`src/rtl/serial_slave_port.sv`:
```
// Serial slave port: receives an LSB-first address (and write data) over a
// single-bit bus, issues one memory strobe, and returns read data serially.
//
// state | meaning
// IDLE  | ready for a new transaction; first valid bit is address bit 0
// ADDR  | shifting in remaining address bits
// WDATA | shifting in write data bits
// WRITE | single-cycle memory write (or out-of-range error)
// RREQ  | single-cycle memory read request (or out-of-range error)
// RWAIT | capture memory read data into the return shift register
// RDATA | shifting read data out, one bit per cycle, no stalls
module serial_slave_port #(
  parameter int ADDR_WIDTH = 12,
  parameter int DATA_WIDTH = 8,
  parameter int MEM_SIZE   = 4096
) (
  input  logic                  clk_i,
  input  logic                  rst_i,
  input  logic                  swdata_i,
  input  logic                  smode_i,
  input  logic                  mvalid_i,
  output logic                  srdata_o,
  output logic                  svalid_o,
  output logic                  sready_o,
  output logic [ADDR_WIDTH-1:0] mem_addr_o,
  output logic [DATA_WIDTH-1:0] mem_wdata_o,
  output logic                  mem_wen_o,
  output logic                  mem_ren_o,
  input  logic [DATA_WIDTH-1:0] mem_rdata_i,
  output logic                  oor_err_o
);

  localparam int CNT_MAX = (ADDR_WIDTH > DATA_WIDTH) ? ADDR_WIDTH : DATA_WIDTH;
  localparam int CW      = $clog2(CNT_MAX + 1);
  localparam logic [CW-1:0] ADDR_LAST = CW'(ADDR_WIDTH - 1);
  localparam logic [CW-1:0] DATA_LAST = CW'(DATA_WIDTH - 1);

  typedef enum logic [2:0] {
    IDLE, ADDR, WDATA, WRITE, RREQ, RWAIT, RDATA
  } state_t;

  state_t                state_q, state_d;
  logic [CW-1:0]         cnt_q, cnt_d;
  logic                  mode_q, mode_d;
  logic [ADDR_WIDTH-1:0] addr_q, addr_d;
  logic [DATA_WIDTH-1:0] wdata_q, wdata_d;
  logic [DATA_WIDTH-1:0] rsh_q, rsh_d;
  logic                  sready_q, sready_d;
  logic                  svalid_q, svalid_d;
  logic                  wen_q, wen_d;
  logic                  ren_q, ren_d;
  logic                  oor_q, oor_d;
  logic                  in_range_cur, in_range_next;

  assign in_range_cur  = 64'(addr_q) < 64'(MEM_SIZE);
  assign in_range_next = 64'(addr_d) < 64'(MEM_SIZE);

  always_comb begin
    state_d = state_q;
    cnt_d   = cnt_q;
    mode_d  = mode_q;
    addr_d  = addr_q;
    wdata_d = wdata_q;
    rsh_d   = rsh_q;
    case (state_q)
      IDLE: begin
        if (mvalid_i) begin
          addr_d = (addr_q >> 1) | (ADDR_WIDTH'(swdata_i) << (ADDR_WIDTH - 1));
          mode_d = smode_i;
          if (ADDR_WIDTH == 1) begin
            cnt_d   = '0;
            state_d = smode_i ? WDATA : RREQ;
          end else begin
            cnt_d   = CW'(1);
            state_d = ADDR;
          end
        end
      end
      ADDR: begin
        if (mvalid_i) begin
          addr_d = (addr_q >> 1) | (ADDR_WIDTH'(swdata_i) << (ADDR_WIDTH - 1));
          if (cnt_q == ADDR_LAST) begin
            cnt_d   = '0;
            state_d = mode_q ? WDATA : RREQ;
          end else begin
            cnt_d = cnt_q + CW'(1);
          end
        end
      end
      WDATA: begin
        if (mvalid_i) begin
          wdata_d = (wdata_q >> 1) | (DATA_WIDTH'(swdata_i) << (DATA_WIDTH - 1));
          if (cnt_q == DATA_LAST) begin
            cnt_d   = '0;
            state_d = WRITE;
          end else begin
            cnt_d = cnt_q + CW'(1);
          end
        end
      end
      WRITE: state_d = IDLE;
      RREQ:  state_d = RWAIT;
      RWAIT: begin
        // Out-of-range reads return zeros rather than whatever is on the bus.
        rsh_d   = in_range_cur ? mem_rdata_i : '0;
        cnt_d   = '0;
        state_d = RDATA;
      end
      RDATA: begin
        rsh_d = rsh_q >> 1;
        if (cnt_q == DATA_LAST) begin
          cnt_d   = '0;
          state_d = IDLE;
        end else begin
          cnt_d = cnt_q + CW'(1);
        end
      end
      default: state_d = IDLE;
    endcase

    sready_d = (state_d == IDLE);
    svalid_d = (state_d == RDATA);
    wen_d    = (state_d == WRITE) && in_range_next;
    ren_d    = (state_d == RREQ) && in_range_next;
    oor_d    = ((state_d == WRITE) || (state_d == RREQ)) && !in_range_next;
  end

  always_ff @(posedge clk_i) begin
    if (rst_i) begin
      state_q  <= IDLE;
      cnt_q    <= '0;
      mode_q   <= 1'b0;
      addr_q   <= '0;
      wdata_q  <= '0;
      rsh_q    <= '0;
      sready_q <= 1'b1;
      svalid_q <= 1'b0;
      wen_q    <= 1'b0;
      ren_q    <= 1'b0;
      oor_q    <= 1'b0;
    end else begin
      state_q  <= state_d;
      cnt_q    <= cnt_d;
      mode_q   <= mode_d;
      addr_q   <= addr_d;
      wdata_q  <= wdata_d;
      rsh_q    <= rsh_d;
      sready_q <= sready_d;
      svalid_q <= svalid_d;
      wen_q    <= wen_d;
      ren_q    <= ren_d;
      oor_q    <= oor_d;
    end
  end

  // The return shift register drains to zero by the end of RDATA, so its
  // LSB is already low whenever svalid is low.
  assign srdata_o    = rsh_q[0];
  assign svalid_o    = svalid_q;
  assign sready_o    = sready_q;
  assign mem_addr_o  = addr_q;
  assign mem_wdata_o = wdata_q;
  assign mem_wen_o   = wen_q;
  assign mem_ren_o   = ren_q;
  assign oor_err_o   = oor_q;

endmodule

```
`config.mk`:
```
export PLATFORM = sky130hd
export DESIGN_NAME = serial_slave_port
export DESIGN_NICKNAME = d
export VERILOG_FILES = /design/src/rtl/serial_slave_port.sv
export SDC_FILE = /design/constraint.sdc
export NUM_CORES = 1
export LEC_CHECK = 0
export BUFFER_PORTS_ARGS = -buffer_cell sky130_fd_sc_hd__buf_4
export CAP_MARGIN = 5
export CELL_PAD_IN_SITES_DETAIL_PLACEMENT = 0
export CELL_PAD_IN_SITES_GLOBAL_PLACEMENT = 1
export CORE_MARGIN = 2
export CORE_UTILIZATION = 39
export CTS_CLUSTER_DIAMETER = 40
export DETAILED_ROUTE_END_ITERATION = 12
export PLACE_DENSITY = 0.79
export SYNTH_ARGS = -nofsm -noshare
export SYNTH_HDL_FRONTEND = slang
export SYNTH_SLANG_ARGS = --single-unit
```
`constraint.sdc`:
```
create_clock -name clk_i -period 2.3 [get_ports clk_i]
set_clock_uncertainty 0.2 [all_clocks]
set_input_delay 0.46 -clock clk_i [delete_from_list [all_inputs] [get_ports clk_i]]
set_output_delay 0.46 -clock clk_i [all_outputs]
set_load 0.01 [all_outputs]
```
==> impl_metrics.csv <==
group,metric,value,unit
timing,rsz0062_at_grt,"no",
clock_network,htreeDepth,2,
pwr,switchingPower,317,µW
route,vias,1696,
final_layout,drive_gt1_frac,0.228,
pwr,switching_share,0.241,
synthesis,ys_ff_latch,40,
die,fp-row-count,25,
die,fp.coreArea,4660,µm²
synthesis,synth_top_area_frac,0.432,
route,ant_nets,0,
grt,grt_usage,0.162,
pwr,p_leak,0.867,nW
grt,grt_overflow,0,
worst_setup_path,cp_data_arrival_time,2.18,ns
final_layout,fill_cells,490,
status,status,"finished, final reports clean",
clock_network,cts_buffers,5,
worst_setup_path,critPathMaxStageDelay,0.50,ns
die,die_x,72.9,µm
worst_setup_path,critPathMaxFanout,14,
worst_setup_path,cp_slowest_cell,"ha_1",
route,drc_errors,0,
clock_network,cts_tree,"done",
timing,max_freq,460,MHz
grt,grt_pass1_wl,6820,µm
clock_network,cts.clk_slew.worst_paths,0.08,ns
synthesis,synthTopCellsByArea,"dfxtp_1, nand2_1, a21oi_1",
timing,final.setup.worst_slack,0.128,ns
pwr,p_int,998,µW
grt,antenna_found_initial,0,
synthesis,syn_area,1850,µm²
timing,setup_viol_count_final,0,
route,drt_iter0_markers,107,
synthesis,synth.yosys.seq_area_share,0.432,
synthesis,synth_edf_count,0,
hold_path,hp-class,"in -> reg",
synthesis,syn_inst,226,
clock_network,post_cts_buffers,0,
final_layout,fin_util,0.496,
synthesis,synth-async-reset-ratio,0,
grt,grt_start_max_net_pins,25,
route,first_pass_iters,4,
placement,post-place-ws,0.202,ns
timing,finalCritPeriodShare,0.944,
die,start_util,0.398,
pwr,power_frac_comb,0.096,
route,routedWlPerCell,13.0,µm
placement,finalWeightedCongestion,0.848,
clock_network,ctsHoldBuffers,0,
die,die_area,5320,µm²
die,dieHeight,72.9,µm
pwr,ir_drop,0.271,mV
grt,grt_pass1_vias,1513,
synthesis,synth.most_common_cell,"nand2_1",
placement,dp_hpwl,2960,µm
worst_setup_path,cp-end-kind,"flop",
synthesis,syn_nets,244,
worst_setup_path,critPathRequiredTime,2.31,ns
worst_setup_path,startpoint_type,"flop",
final_layout,nNetsFinal,284,
final_layout,area_growth,24.8,%
synthesis,synth_top_area_cell,"dfxtp_1",
pwr,pwr-share-seq,0.538,
worst_setup_path,crit_chain,"ha_1 -> nand4bb_1 -> o211ai_1 -> a2111o_1 -> a31oi_1",
synthesis,synth_area_per_cell,8.20,µm²
synthesis,synth_flop_cell,"dfxtp_1",
final_layout,n_antenna_cell,0,
clock_network,cts_sinks,40,
die,num_io_pins,39,
clock_network,root_buffer,"clkbuf_8",
timing,min_period,2.17,ns
timing,hold_viol,0,
synthesis,synth_warnings,0,
flow_run,cap_violations,0,
timing,setup-tns-final,0,ns
pwr,power_frac_clock,0.365,
timing,slew_viol_final,0,
pwr,powerDensity,569,nW/µm²
route,vias_per_cell,5.28,
clock_network,clk_path_buf_depth,2,
worst_setup_path,path_class,"reg -> reg",
synthesis,yosys-top-cells-count,"nand2_1, dfxtp_1, a21oi_1, nand3_1, nor2_1",
clock_network,insertion_delay,0.29,ns
route,wl,4190,µm
placement,portBuffers,37,
synthesis,ys_types,42,
==> sequential cells by signal (all words and copies together) (netlist names), 3 cells and up <==
name         cells
mem_wdata_o      8
state_q          3
rsh_q            8
cnt_q            4
mem_addr_o      12
==> stage by stage <==
| step | instances | hold slack [ns] | power (mW) | instance area (µm²) |
|---|---|---|---|---|
| 6_report | 321 | 0.229 | 1.31 | 2310 |
| 5_1_grt | 321 | 0.212 | 1.38 | 2310 |
| 4_1_cts | 321 | 0.220 | 1.33 | 2300 |
| 3_5_place_dp | 313 | 0.253 | 0.849 | 2210 |
| 3_3_place_gp | 313 | 0.250 | 0.849 | 2210 |
| 2_1_floorplan | 226 | 0.245 | 0.801 | 1850 |
==> per-layer routing <==
layer	track usage	wire length, µm	vias up
met4	0.0535	15	0
met2	0.241	1900	36
met3	0.0428	183	2
li1	-	-	879
met5	0	0	-
met1	0.227	2080	779
==> cell families (layout without fill, tap and decap cells) <==
| logic type | after synthesis | in the layout | share of synthesized area |
|---|---|---|---|
| and+or+nand+nor | 101 | 101 | 0.267 |
| AOI/OAI and AO/OA | 54 | 54 | 0.190 |
| DFF | 40 | 40 | 0.432 |
| buffers and inverters | 20 | 61 | 0.0479 |
| adders and majority gates | 5 | 5 | 0.0338 |
| muxes | 5 | 5 | 0.0270 |
| other | 1 | 1 | 0.00202 |
==> worst paths after layout <==
path                                        to  slack (ns)            from  depth (start not counted)
worst max-delay path                  cnt_q[2]        0.13      state_q[1]                          5
worst min-delay path            mem_addr_o[11]        0.23        swdata_i                          3
worst max register to register        cnt_q[2]        0.13      state_q[1]                          5
worst min register to register  mem_wdata_o[0]        0.26  mem_wdata_o[0]                          2
==> layout make-up <==
class	instances	area (µm²)	area share
clock buffers	7	86.3	0.0373
clock inverters	1	7.51	0.00325
inverters	5	18.8	0.00812
multi-input cells	166	971	0.420
flip-flops and latches	40	801	0.346
well taps	54	67.6	0.0292
repair buffers	48	360	0.156
==> worst max-delay path, delay by kind of cell (launching register included) <==
kind / cells / cell delay, ns
simple gates: 1 / 0.24
compound gates: 3 / 0.68
fa+ha+maj: 1 / 0.50
flops: 1 / 0.47
==> placed cells by master, fill, tap and decap left out, types with 3 or more instances in the layout <==
master and count:
o21ai_1 4, a211oi_1 3, clkbuf_8 6, nand3b_1 5, ha_1 5, inv_1 4
nand3_1 16, mux2i_1 5, dfxtp_1 40, a311oi_1 5, a21oi_1 23, nand2_1 44
nand2b_1 4, nor2_1 16, o21ai_0 3, and2_1 3, buf_4 48
==> what timing repair did <==
action | CTS | global route
endpoints found under the setup margin | 0 | 4
endpoints found under the hold margin | 0 | 0
gates resized for setup | 0 | 2
==> power groups by stage <==
stage               Combinational (mW)  Sequential [mW]  Clock [mW]
floorplan                       0.0764            0.724           0
global placement                 0.125            0.724           0
detailed placement               0.125            0.724           0
CTS                              0.125            0.708       0.500
global route                     0.142            0.709       0.533
finish                           0.127            0.708       0.480
Note: power is estimated with default switching activity, not from simulation.
